$ cat src/rtl/ysyx_24080006_rvc_pack.sv
// Streaming RVC compressor and packer: compresses RV32 instructions to their
// 16-bit C forms where possible and packs the mixed stream little-endian into
// 32-bit words (lower half is earlier in program order).
module ysyx_24080006_rvc_pack #(
  parameter int unsigned CNT_W = 32
) (
  input  logic             clock,
  input  logic             reset_n,
  input  logic             in_valid,
  output logic             in_ready,
  input  logic [31:0]      in_inst,
  input  logic             flush,
  output logic             out_valid,
  input  logic             out_ready,
  output logic [31:0]      out_word,
  output logic             idle,
  output logic             err,
  output logic [CNT_W-1:0] stat_total,
  output logic [CNT_W-1:0] stat_comp
);

  logic [6:0]  opc;
  logic [4:0]  rd, rs1, rs2;
  logic [2:0]  f3;
  logic [6:0]  f7;
  logic [11:0] imm_i, imm_s;
  logic        imm_small, sp_off_ok, sp_soff_ok, lw_off_ok;
  logic        is_addi, is_add, is_lw, is_sw, is_jalr;
  logic        c_ok;
  logic [15:0] c16;

  logic [15:0]      hold_q, hold_d;
  logic             hold_v_q, hold_v_d;
  logic [31:0]      out_word_q, out_word_d;
  logic             out_valid_q, out_valid_d;
  logic             err_q, err_d;
  logic [CNT_W-1:0] stat_total_q, stat_total_d;
  logic [CNT_W-1:0] stat_comp_q, stat_comp_d;

  logic slot_free, accept, flush_fire;

  assign opc   = in_inst[6:0];
  assign rd    = in_inst[11:7];
  assign f3    = in_inst[14:12];
  assign rs1   = in_inst[19:15];
  assign rs2   = in_inst[24:20];
  assign f7    = in_inst[31:25];
  assign imm_i = in_inst[31:20];
  assign imm_s = {in_inst[31:25], in_inst[11:7]};

  assign is_addi = (opc == 7'b0010011) && (f3 == 3'b000);
  assign is_add  = (opc == 7'b0110011) && (f3 == 3'b000) && (f7 == 7'b0);
  assign is_lw   = (opc == 7'b0000011) && (f3 == 3'b010);
  assign is_sw   = (opc == 7'b0100011) && (f3 == 3'b010);
  assign is_jalr = (opc == 7'b1100111) && (f3 == 3'b000);

  // Sign-extended 6-bit range [-32,31]: bits 11..5 all equal
  assign imm_small  = (imm_i[11:5] == '0) || (imm_i[11:5] == '1);
  // Word-aligned, non-negative, below 256 (max 252) / below 128 (max 124)
  assign sp_off_ok  = (imm_i[11:8] == '0) && (imm_i[1:0] == '0);
  assign sp_soff_ok = (imm_s[11:8] == '0) && (imm_s[1:0] == '0);
  assign lw_off_ok  = (imm_i[11:7] == '0) && (imm_i[1:0] == '0);

  // Compress function, first match wins
  always_comb begin
    c_ok = 1'b0;
    c16  = '0;
    if (in_inst == 32'h0000_0013) begin
      c_ok = 1'b1; c16 = 16'h0001;
    end else if (is_addi && rd == rs1 && rd != '0 && imm_i != '0 && imm_small) begin
      c_ok = 1'b1; c16 = {3'b000, imm_i[5], rd, imm_i[4:0], 2'b01};
    end else if (is_addi && rs1 == '0 && rd != '0 && imm_small) begin
      c_ok = 1'b1; c16 = {3'b010, imm_i[5], rd, imm_i[4:0], 2'b01};
    end else if (is_add && rs1 == '0 && rd != '0 && rs2 != '0) begin
      c_ok = 1'b1; c16 = {4'b1000, rd, rs2, 2'b10};
    end else if (is_add && rs1 == rd && rd != '0 && rs2 != '0) begin
      c_ok = 1'b1; c16 = {4'b1001, rd, rs2, 2'b10};
    end else if (is_lw && rs1 == 5'd2 && rd != '0 && sp_off_ok) begin
      c_ok = 1'b1; c16 = {3'b010, imm_i[5], rd, imm_i[4:2], imm_i[7:6], 2'b10};
    end else if (is_sw && rs1 == 5'd2 && sp_soff_ok) begin
      c_ok = 1'b1; c16 = {3'b110, imm_s[5:2], imm_s[7:6], rs2, 2'b10};
    end else if (is_lw && rd[4:3] == 2'b01 && rs1[4:3] == 2'b01 && lw_off_ok) begin
      c_ok = 1'b1; c16 = {3'b010, imm_i[5:3], rs1[2:0], imm_i[2], imm_i[6], rd[2:0], 2'b00};
    end else if (is_jalr && rd == '0 && imm_i == '0 && rs1 != '0) begin
      c_ok = 1'b1; c16 = {4'b1000, rs1, 5'b0, 2'b10};
    end else if (in_inst == 32'h0010_0073) begin
      c_ok = 1'b1; c16 = 16'h9002;
    end
  end

  assign slot_free  = !out_valid_q || out_ready;
  assign in_ready   = slot_free && !flush;
  assign accept     = in_valid && in_ready;
  assign flush_fire = flush && slot_free && hold_v_q;

  // Packing datapath and statistics next-state
  always_comb begin
    hold_d       = hold_q;
    hold_v_d     = hold_v_q;
    out_word_d   = out_word_q;
    out_valid_d  = out_valid_q;
    err_d        = err_q;
    stat_total_d = stat_total_q;
    stat_comp_d  = stat_comp_q;
    if (slot_free) begin
      out_valid_d = 1'b0;
    end
    if (accept) begin
      stat_total_d = stat_total_q + CNT_W'(1);
      if (c_ok) begin
        stat_comp_d = stat_comp_q + CNT_W'(1);
      end
      if (in_inst[1:0] != 2'b11) begin
        err_d = 1'b1;
      end
      if (!hold_v_q) begin
        if (c_ok) begin
          hold_d   = c16;
          hold_v_d = 1'b1;
        end else begin
          out_word_d  = in_inst;
          out_valid_d = 1'b1;
        end
      end else begin
        // A pending half always completes a word; a 32-bit input leaves its
        // upper half behind, so hold_v stays set in that case.
        out_valid_d = 1'b1;
        if (c_ok) begin
          out_word_d = {c16, hold_q};
          hold_v_d   = 1'b0;
        end else begin
          out_word_d = {in_inst[15:0], hold_q};
          hold_d     = in_inst[31:16];
        end
      end
    end else if (flush_fire) begin
      out_word_d  = {16'h0001, hold_q};
      out_valid_d = 1'b1;
      hold_v_d    = 1'b0;
    end
  end

  // State registers with asynchronous clear
  always_ff @(posedge clock or negedge reset_n) begin
    if (!reset_n) begin
      hold_q       <= '0;
      hold_v_q     <= 1'b0;
      out_word_q   <= '0;
      out_valid_q  <= 1'b0;
      err_q        <= 1'b0;
      stat_total_q <= '0;
      stat_comp_q  <= '0;
    end else begin
      hold_q       <= hold_d;
      hold_v_q     <= hold_v_d;
      out_word_q   <= out_word_d;
      out_valid_q  <= out_valid_d;
      err_q        <= err_d;
      stat_total_q <= stat_total_d;
      stat_comp_q  <= stat_comp_d;
    end
  end

  assign out_word   = out_word_q;
  assign out_valid  = out_valid_q;
  assign err        = err_q;
  assign stat_total = stat_total_q;
  assign stat_comp  = stat_comp_q;
  assign idle       = !hold_v_q && !out_valid_q;

endmodule

$ cat config.mk
export PLATFORM = sky130hd
export DESIGN_NAME = ysyx_24080006_rvc_pack
export DESIGN_NICKNAME = d
export VERILOG_FILES = /design/src/rtl/ysyx_24080006_rvc_pack.sv
export SDC_FILE = /design/constraint.sdc
export NUM_CORES = 1
export LEC_CHECK = 0
export ABC_AREA = 1
export BUFFER_PORTS_ARGS = -buffer_cell sky130_fd_sc_hd__buf_2
export CORE_ASPECT_RATIO = 0.6
export CORE_MARGIN = 3
export CORE_UTILIZATION = 45
export CTS_BUF_LIST = sky130_fd_sc_hd__clkbuf_4 sky130_fd_sc_hd__clkbuf_8
export DETAILED_ROUTE_END_ITERATION = 10
export GPL_ROUTABILITY_DRIVEN = 0
export PLACE_DENSITY = 0.73
export SKIP_CTS_REPAIR_TIMING = 1
export SLEW_MARGIN = 25
export SYNTH_ARGS = -nofsm -noshare
export SYNTH_HDL_FRONTEND = slang
export SYNTH_SLANG_ARGS = --single-unit
$ cat constraint.sdc
create_clock -name clock -period 2.5 [get_ports clock]
set_input_delay 0.375 -clock clock [delete_from_list [all_inputs] [get_ports clock]]
set_output_delay 0.375 -clock clock [all_outputs]
set_load 0.01 [all_outputs]
==> metrics.txt <==
GR Util met1 0.4543; Synth Warn # 0; most frequent cells in the layout nand2_1, buf_2, dfrtp_1; post-synthesis compound-gate area fraction 0.06314; multiplexer share of the synthesized area 0; Starting Density 0.4713; pwr dens 626.6 mW/mm^2; clock group share of total power 0.286; number of DRC violations after detailed routing 0; hold path startpoint in_valid; Post-Synth XOR/XNOR Area 0.06836; Max Cap Viol 0; drt total wl 25870 um; number of global-route vias before repair 7305; pre-CTS setup slack -0.06735 ns; Root Driver clkbuf_8; clk sinks 115; Max IR drop VDD 0.0004796 V; syn nets 1092; Layout Area Growth over Synthesis 28.27%; class of the worst hold path in -> reg; Core Util, Final 0.6046; Layout Nets 1325; die height 105.5 um; I/O Pins 137; commonest non-fill, non-tap cell in the layout nand2_1; # port buffers 136; CP Cell Sequence buf_2 > inv_2 > nand2_1 > nand2_1 > nand3_1 > nor2_2 > nand2_1 > a21oi_4 > nor2_4 > nand3_4 > ha_4 > nor2_4 > inv_2 > a21oi_1 > o21ai_0 > nand2_1; CP Launch Type input pin; met2 Use GR 0.3548; CTS max path bufs 2; Distinct cells, synth 41; placed cell area 0.009106 sq mm; Top delay family on crit path simple AND/OR/NAND/NOR gates; register bit count reported by yosys 115; share of cells above drive strength 1 0.2596; sequential fraction of the synthesis area 0.3873; final hold violations 0; Sw Ratio 0.3726; worst path bufs/invs 3; Max stage delay on crit path 0.25 ns; DIE AREA 0.01814 sq mm; core area 0.01577 sq mm; Mapped Area 0.007431 sq mm; Post-Syn Instances 1052; f_max 438.4 MHz; period utilisation layout 0.9124; worst-skew pair later-pin latency 0.43 ns; crit-path max FO 10; DR iter-0 viols 1295; Switch Pwr 2.225 mW; power share of the combinational group 0.287; Fin Setup TNS 0 ns; final setup vio count 0; Avg Inst Size Synth 7.064 sq um; largest family of logic cells by synthesized area simple AND/OR/NAND/NOR gates; Worst Path Required 2.86 ns; Vias/cell 5.360; DRT Pass-1 Iters 8; simple logic cell fraction of the synthesized area 0.3957; Crit-path slowest cell nor2_2; Crit. Startpoint in_inst[15]; hpwl dp 20540 um; skew final 0.01749 ns; total CTS buffers 17; Reg clk slew, reported paths 0.08 ns; Rel. slew slack 0.6112; RSZ-0062 raised after global routing no; Pint 3.747 mW; WP data arrival 2.65 ns; Routed Antenna Nets 0; chip width 171.9 um; H-Tree Level Count 4; fin crit period 2.281 ns; GRT Util Overall 0.2853; GRT overflow 0; TritonCTS clock tree done; setup ws final 0.2190 ns; via count 8051; Setup CP Type in -> reg; Adder-Cell Fraction of Synth Area 0.005051; busiest grt layer met1; Pleak 5.116 nW; drt wl/cell 17.22 um; largest net degree at the start of global routing 70; M3 GR Usage 0.1158; Top cell by count, worst path nand2_1; initial antenna violation count 0; crit end category register; total power 5.973 mW; Slew Limit Fails 0; Rows 35; sequential power share 0.427; outcome finished clean; first-pass GRT wire length 40210 um; fin area 0.009532 sq mm; Slew @ Worst Pin 0.5778 ns; reg2reg start out_valid$_DFF_PN0_
[path summary, 6_finish.rpt]
| path | slack (ns) | endpoint | cells after the start |
|---|---|---|---|
| worst max-delay path | 0.22 | hold_q[1]$_DFFE_PN0P_ | 16 |
| worst min-delay path | 0.20 | err$_DFFE_PN0P_ | 2 |
| worst max register to register | 0.25 | stat_total[28]$_DFFE_PN0P_ | 12 |
| worst min register to register | 0.48 | out_word[23]$_DFFE_PN0P_ | 2 |
| max in group asynchronous | 1.50 | hold_q[5]$_DFFE_PN0P_ | 3 |
| min in group asynchronous | 0.30 | stat_total[19]$_DFFE_PN0P_ | 2 |
[cell usage after synthesis, drive strengths merged]
cell | count | area [sq um]
a21oi | 14 | 81.33
a2bb2oi | 2 | 17.52
a31o | 1 | 8.760
a31oi | 1 | 6.260
buf | 11 | 91.33
clkbuf | 16 | 60.06
clkinv | 2 | 7.510
dfrtp | 115 | 2878
ha | 3 | 37.54
inv | 117 | 439.2
nand2 | 339 | 1302
nand3 | 78 | 412.9
nand3b | 4 | 30.03
nand4 | 35 | 261.5
nor2 | 132 | 615.6
nor3 | 38 | 211.5
nor4 | 15 | 93.84
o211ai | 2 | 15.01
o21ai | 64 | 320.3
o22ai | 2 | 12.51
o31ai | 1 | 7.510
or2 | 2 | 12.52
xnor2 | 15 | 131.4
xor2 | 43 | 376.6
[power by group through the flow]
stage | clock [mW] | sequential, mW | combinational (mW)
4_1_cts | 1.73 | 2.54 | 1.70
5_1_grt | 1.81 | 2.60 | 1.91
6_report | 1.71 | 2.55 | 1.72
3_5_place_dp | 0 | 2.57 | 1.69
2_1_floorplan | 0 | 2.64 | 0.781
3_3_place_gp | 0 | 2.56 | 1.67
[routing by layer]
layer	wire, um	part of all wire	up-vias
met5	0	0	-
met3	3730	0.14	43
met4	393	0.015	0
met1	12480	0.48	3669
li1	-	-	3862
met2	9267	0.36	477
[flip-flops by register name, summed over array words and instances (netlist names)]
name,count
hold_v_q,1
stat_total,32
stat_comp,32
out_word,32
err,1
out_valid,1
hold_q,16
[final cells by class]
cell class,count,area [sq um]
antenna,1,2.502
clock buffer,17,234.0
clock inverter,15,147.6
fill,1450,6233
inverter,119,446.7
multi-input combinational,791,4033
sequential,115,2878
tap,203,254.0
timing repair buffer,241,1536
[metrics by stage]
stage,hold slack [ns],cells
floorplan,0.07941,1052
global placement,0.2142,1467
detailed placement,0.2138,1467
CTS,-0.2540,1499
global route,0.2007,1501
finish,0.1984,1502
[kinds of logic (layout without fill, tap and decap cells)]
group	after synthesis	in the layout
simple gates	643	643
buf+inv	146	392
flops	115	115
compound gates	87	87
xor+xnor	58	58
fa+ha+maj	3	3
other cells	0	1
No activity file was read; power rests on OpenSTA's default activity.
